<file path="src/rtl/fir8_seq.sv">
// Frame sequencer for the free-running fir8 datapath: prime, stream, zero tail, drain.
// Latency: a sample on fir_xin in cycle t yields out_valid/out_data in cycle t+LATENCY+1.
// Backpressure: none; RUN never stalls, a missing input sample becomes zero and sets underrun.
module fir8_seq #(
  parameter int TAPS    = 8,
  parameter int LATENCY = 16,
  parameter int LEN_W   = 16
) (
  input  logic             clk,
  input  logic             rst_n,
  input  logic             start,
  input  logic [LEN_W-1:0] frame_len,
  output logic             busy,
  output logic             done,
  input  logic             in_valid,
  input  logic [7:0]       in_data,
  output logic             in_ready,
  output logic             underrun,
  output logic [7:0]       fir_xin,
  output logic [15:0]      fir_yin,
  input  logic [15:0]      fir_yout,
  output logic             out_valid,
  output logic [15:0]      out_data,
  output logic             out_last
);

  typedef enum logic [2:0] {IDLE, PRIME, RUN, TAIL, DRAIN} state_t;

  localparam logic [LEN_W-1:0] PRIME_END = LEN_W'(LATENCY - 1);
  localparam logic [LEN_W-1:0] TAIL_END  = LEN_W'(TAPS - 2);

  state_t             state, state_nx;
  logic [LEN_W-1:0]   cnt, cnt_nx;
  logic [LEN_W-1:0]   len_q;
  logic               issue_vld, issue_last;
  logic               xin_vld, xin_last;
  logic [LATENCY-1:0] pipe_vld, pipe_last;
  logic               start_ok;

  // A start is only honoured from IDLE; in the done cycle the FSM is still in DRAIN.
  assign start_ok = (state == IDLE) && start;
  assign busy     = (state != IDLE);
  assign in_ready = (state == RUN);
  assign fir_yin  = 16'd0;

  // Next-state, phase counter and tag issue for each frame phase.
  always_comb begin
    state_nx   = state;
    cnt_nx     = cnt;
    issue_vld  = 1'b0;
    issue_last = 1'b0;
    case (state)
      IDLE: begin
        if (start && (frame_len != '0)) begin
          state_nx = PRIME;
          cnt_nx   = '0;
        end
      end
      PRIME: begin
        if (cnt == PRIME_END) begin
          state_nx = RUN;
          cnt_nx   = '0;
        end else begin
          cnt_nx = cnt + LEN_W'(1);
        end
      end
      RUN: begin
        issue_vld = 1'b1;
        if (cnt == len_q - LEN_W'(1)) begin
          state_nx = TAIL;
          cnt_nx   = '0;
        end else begin
          cnt_nx = cnt + LEN_W'(1);
        end
      end
      TAIL: begin
        issue_vld = 1'b1;
        if (cnt == TAIL_END) begin
          issue_last = 1'b1;
          state_nx   = DRAIN;
          cnt_nx     = '0;
        end else begin
          cnt_nx = cnt + LEN_W'(1);
        end
      end
      DRAIN: begin
        // Leave one cycle after done so a start in the done cycle is ignored.
        if (done) state_nx = IDLE;
      end
      default: state_nx = IDLE;
    endcase
  end

  // State and phase counter registers.
  always_ff @(posedge clk) begin
    if (!rst_n) begin
      state <= IDLE;
      cnt   <= '0;
    end else begin
      state <= state_nx;
      cnt   <= cnt_nx;
    end
  end

  // Frame length latch, sticky underrun flag and the done pulse.
  always_ff @(posedge clk) begin
    if (!rst_n) begin
      len_q    <= '0;
      underrun <= 1'b0;
      done     <= 1'b0;
    end else begin
      if (start_ok) len_q <= frame_len;
      if (start_ok)                         underrun <= 1'b0;
      else if ((state == RUN) && !in_valid) underrun <= 1'b1;
      done <= (start_ok && (frame_len == '0)) ||
              ((state == DRAIN) && pipe_last[LATENCY-1]);
    end
  end

  // Registered datapath drive; the tag of the sample on fir_xin travels alongside it.
  always_ff @(posedge clk) begin
    if (!rst_n) begin
      fir_xin  <= 8'd0;
      xin_vld  <= 1'b0;
      xin_last <= 1'b0;
    end else begin
      fir_xin  <= ((state == RUN) && in_valid) ? in_data : 8'd0;
      xin_vld  <= issue_vld;
      xin_last <= issue_last;
    end
  end

  // Tag pipe covering the datapath latency so tags line up with fir_yout.
  always_ff @(posedge clk) begin
    if (!rst_n) begin
      pipe_vld  <= '0;
      pipe_last <= '0;
    end else begin
      pipe_vld[0]  <= xin_vld;
      pipe_last[0] <= xin_last;
      for (int i = 1; i < LATENCY; i++) begin
        pipe_vld[i]  <= pipe_vld[i-1];
        pipe_last[i] <= pipe_last[i-1];
      end
    end
  end

  // Output register; out_data only updates on valid results and holds otherwise.
  always_ff @(posedge clk) begin
    if (!rst_n) begin
      out_valid <= 1'b0;
      out_last  <= 1'b0;
      out_data  <= 16'd0;
    end else begin
      out_valid <= pipe_vld[LATENCY-1];
      out_last  <= pipe_last[LATENCY-1];
      if (pipe_vld[LATENCY-1]) out_data <= fir_yout;
    end
  end

endmodule
</file>
<file path="config.mk">
export PLATFORM = sky130hd
export DESIGN_NAME = fir8_seq
export DESIGN_NICKNAME = d
export VERILOG_FILES = /design/src/rtl/fir8_seq.sv
export SDC_FILE = /design/constraint.sdc
export NUM_CORES = 1
export LEC_CHECK = 0
export BUFFER_PORTS_ARGS = -buffer_cell sky130_fd_sc_hd__buf_2
export CAP_MARGIN = 0
export CORE_ASPECT_RATIO = 0.5
export CORE_MARGIN = 1
export CORE_UTILIZATION = 58
export DETAILED_ROUTE_END_ITERATION = 10
export PLACE_DENSITY = 0.84
export SLEW_MARGIN = 30
export SYNTH_ARGS = -nofsm -noshare
export SYNTH_HDL_FRONTEND = slang
export SYNTH_SLANG_ARGS = --single-unit
export TNS_END_PERCENT = 20
</file>
<file path="constraint.sdc">
create_clock -name clk -period 4.5 [get_ports clk]
set_input_delay 0.225 -clock clk [delete_from_list [all_inputs] [get_ports clk]]
set_output_delay 0.225 -clock clk [all_outputs]
set_load 0.1 [all_outputs]
</file>
Yosys cells after proc, flatten, opt, wreduce, memory -nomap -nowiden
Cells that the tools add are included.

word-level totals
  register bits = 97
  bits of input ports = 44
  word-level logic and storage cells = 60
  output and inout port bits = 46

cells by class
  equal/unequal tests = 12
  mux-type cells = 13
  bitwise operators = 1
  add/subtract/negate cells = 2
  reductions and logical operators = 19

operators with widths
  operator                                               count
  2-to-1 mux 16 bit                                      4
  case mux 16 bit (4 select lines)                       1
  adder 16 x 1 -> 16 bit (second input constant)         1
  equality test 16 bit                                   1
  equality test 16 x 3 -> 1 bit (second input constant)  1
  equality test 16 x 4 -> 1 bit (second input constant)  1
  logical NOT 16 bit                                     1
  nonzero test 16 bit                                    1
  subtractor 16 x 1 -> 16 bit (second input constant)    1
  2-to-1 mux 3 bit                                       5
  case mux 3 bit (5 select lines)                        1
  equality test 3 x 2 -> 1 bit (second input constant)   2
  logical AND 1 bit                                      6
  != test 2 bit (second input constant)                  3
  AND reduction 2 bit                                    3
  AND reduction 5 bit                                    1
  != test 2 x 1 -> 1 bit (second input constant)         2
  nonzero test 4 bit                                     1
  OR reduction 2 bit                                     2
  equality test 3 x 1 -> 1 bit (second input constant)   1
  equality test 3 bit (second input constant)            1
  logical NOT 3 bit                                      1
  nonzero test 3 bit                                     1
  2-to-1 mux 1 bit                                       2
  other kinds (3)                                        3

Logic depth before layout (Yosys ltp)
  depth after elaboration = 4
  mapped depth = 10
  gate-level depth less buffers = 9

Worst setup path before layout
No wires, ideal clock.

  path type = flip-flop to flip-flop
  start = register len_q[0]
  end = register cnt[0]
  setup time = 0.122 ns
  period minus slack after synthesis = 2.755 ns
  path buffers = 1
  required time = 4.378 ns
  arrival = 2.633 ns
  stages on the path, launching flop included = 11
  path slack = 1.745 ns
  cell sequence = dfxtp_1 -> inv_1 -> ha_1 -> or4b_1 -> buf_2 -> nor3_2 -> xnor2_1 -> or4_4 -> a2111oi_4 -> nor2_1 -> o311a_1

between the ends
  cells in the longest elaborated chain, start to end = 4

RTL lines
  item                              line  RTL
  start: declaration                34    logic [LEN_W-1:0] len_q;
  start signal: assignment          112   if (start_ok) len_q <= frame_len;
  subtractor 16 x 1 -> 16 bit       69    if (cnt == len_q - LEN_W'(1)) begin
  equality test 16 bit              69
  2-to-1 mux 16 bit                 69
  case mux 16 bit (4 select lines)  52    case (state)
  end signal: assignment            101   cnt <= cnt_nx;
  end: declaration                  33    logic [LEN_W-1:0] cnt, cnt_nx;

No other way between the ends.
A chain may end at the register's enable or synchronous reset.

Worst setup path in the final report
Ends and elaborated chain as after synthesis.

==> flow_summary_export.csv <==
group,metric,value,unit
run_status,run_status,"complete, no violations",
global_route,grt_max_degree,80,
cells_and_area,layout-drive-gt1-share,18.11,%
timing,rsz0062_at_grt,"no",
route,routedWlPerCell,13.32,µm
clocking,clock_sinks,97,
timing,clock.fmax,331.5,MHz
synthesis,synth_top_cell_by_area,"dfxtp_1",
route,drc_errors,0,
clocking,cts_resized,0,
timing,worst_pin_slew,0.9030,ns
clocking,cts_buffer_depth,2,
global_route,use_met3,7.755,%
critical_path,startpoint_type,"flop",
global_route,grt_pass1_vias,3068,
synthesis,yosysMostFrequentCell,"dfxtp_1",
place,dp.cells,606,
clocking,htreeDepth,3,
clocking,cts_tree,"yes",
route,wl,8283,µm
synthesis,yosys.cell_types.count,52,
place,dp.final_hpwl,5771,µm
synthesis,seq_area_frac_synth,45.90,%
floorplanning,rows,21,
floorplanning,dieHeight,62.39,µm
timing,hold_violations,0,
critical_path,path_max_fanout,7,
clocking,numCtsBuffers,9,
synthesis,synth.ff_latch_count,97,
critical_path,r2r-start,"len_q[0]",
floorplanning,die_area,7660,µm²
cells_and_area,antenna_cells,0,
global_route,grt_use_met2,38.13,%
cells_and_area,fillers,543,
timing,slew_headroom,39.72,%
route,ant_nets,0,
floorplanning,pin_count,90,
power_and_ir_drop,ir_drop,195.9,µV
clocking,post_cts_buffers,0,
clocking,postCtsHoldBufs,0,
floorplanning,dieWidth,122.8,µm
synthesis,synth_area_leaders,"dfxtp_1, and2_1, nand2_1",
synthesis,ys_async_sr_fraction,0,%
timing,final_max_slew_viol_count,0,
timing,fin_crit,3.016,ns
clocking,clkLatencyLatePin,0.34,ns
critical_path,slowest_delay,0.60,ns
floorplanning,core,6858,µm²
synthesis,syn_area_per_cell,9.039,µm²
cells_and_area,nets,572,
synthesis,syn_inst,468,
run,maxCapViolations,0,
timing,finalSetupViolations,0,
synthesis,ys_top_cells_by_count,"dfxtp_1, nand2_1, and2_1, nor2_1, clkbuf_1",
route,dr_total_vias,3321,
synthesis,synth_warnings,0,
synthesis,syn_area,4230,µm²
route,drt-pass1-iter-count,4,
critical_path,crit_path_start,"len_q[0]",
power_and_ir_drop,p_leak,0.002063,µW
worst_hold_path,hold_path_class,"in2reg",
timing,period_share,67.03,%
global_route,antenna_found_initial,0,
floorplanning,start_util,61.69,%
synthesis,synth_top_cell_area_share,45.90,%
global_route,grt_use_total,24.01,%
global_route,globalRouteMet1Util,30.89,%
timing,final.setup_skew,0.004343,ns
cells_and_area,final_cells,622,
critical_path,setup.worst_path.class,"reg2reg",
critical_path,crit_path_end_kind,"flop",
global_route,globalRouteOverflowTotal,0,
critical_path,worst_ep_arrival_time,3.24,ns
global_route,grt_most_used_layer,"met2",
route,first_iter_violations,171,
clocking,cts-root-buf,"clkbuf_16",
critical_path,worst_ep_required_time,4.73,ns
clocking,clk_pin_slew,0.07,ns
worst_hold_path,min-delay-start,"in_data[5]",
cells_and_area,synthToLayoutAreaGrowth,14.88,%
place,portBuffers,73,
route,vias_per_cell,5.339,
critical_path,crit_chain,"inv_1 -> ha_1 -> or4b_1 -> nor3_2 -> xnor2_1 -> or4_4 -> a2111oi_4 -> nor2_1 -> o311a_1",
critical_path,cpMaxStageDelayCell,"or4b_1",
power_and_ir_drop,p_per_area,402.5,nW/µm²
synthesis,synth_edf_count,0,
timing,final.setup.tns,0,ns
global_route,grt_pass1_wl,14200,µm
synthesis,synth_flop_cell,"dfxtp_1",
place,place_congestion,0.8423,
## through the flow
stage	setup WS, ns	utilization (%)	cell area [µm²]	hold WS [ns]	total power [µW]
2_1_floorplan	1.745	-	4287	0.3699	1146
3_3_place_gp	1.633	66.32	4548	0.4132	1189
3_5_place_dp	1.553	66.36	4551	0.4183	1193
4_1_cts	1.503	70.86	4860	0.1000	1969
5_1_grt	1.203	70.86	4860	0.1054	2040
6_report	1.484	70.86	4860	0.1077	1956
## kinds of logic (layout without fill, tap and decap cells)
kind of cell / after synthesis / count (layout) / share of synthesized area [%]
AOI/OAI and AO/OA: 54 / 54 / 9.554
buffers and inverters: 49 / 96 / 5.797
muxes: 16 / 16 / 3.786
and+or+nand+nor: 221 / 221 / 28.39
adders and majority gates: 3 / 3 / 0.8874
xor gates and xnor gates: 27 / 27 / 5.590
DFF: 97 / 97 / 45.90
other: 1 / 16 / 0.08865
## cell type report
type	count	area, µm²	share of cell area [%]
clock buffers	9	225.2	4.634
clock inverters	7	83.83	1.725
inverters	7	26.28	0.5407
multi-input cells	337	2100	43.20
flip-flops and latches	97	1942	39.96
well taps	92	115.1	2.369
repair buffers	73	367.9	7.570
## where the power goes
part / switching [µW] / total [µW] / internal (µW)
logic: 189 / 277 / 88.2
registers: 27.4 / 902 / 874
clock network: 337 / 777 / 440
## sequential cells by signal, indices dropped and copies added (netlist names)
signal / cells
fir_xin: 8
pipe_last: 16
out_data: 16
len_q: 16
out_last: 1
cnt: 16
pipe_vld: 16
done: 1
out_valid: 1
underrun: 1
xin_vld: 1
state: 3
xin_last: 1
## layer usage
layer	share of wire, %	vias to the layer above
met5	0	-
met4	1.1	0
met3	6.7	9
met2	47	98
met1	45	1531
li1	-	1683
## worst max-delay path, delay by kind of cell, from the launching register on
kind / cells / cell delay, ns
AOI/OAI and AO/OA: 2 / 0.61
xor gates and xnor gates: 1 / 0.11
adders and majority gates: 1 / 0.24
buffers and inverters: 1 / 0.08
DFF: 1 / 0.38
and+or+nand+nor: 4 / 1.47
## cells in the final DEF (no fill, tap or decap), types with 16 or more instances in the layout
master    netlist  routed
a21boi_0       16      16
nor2_1         26      26
mux2i_1        16      16
nor2b_1        19      19
conb_1          1      16
dfxtp_1        97      97
and2_1         42      42
nand2_1        57      57
xor2_1         19      19
buf_2           1      72
## worst paths after layout
path,end,slack (ns),cells past startpoint
max,cnt[0],1.48,9
min reg2reg,pipe_vld[12],0.43,1
min,fir_xin[5],0.11,2
max reg2reg,cnt[0],1.48,9
No activity file was read; power rests on OpenSTA's default activity.
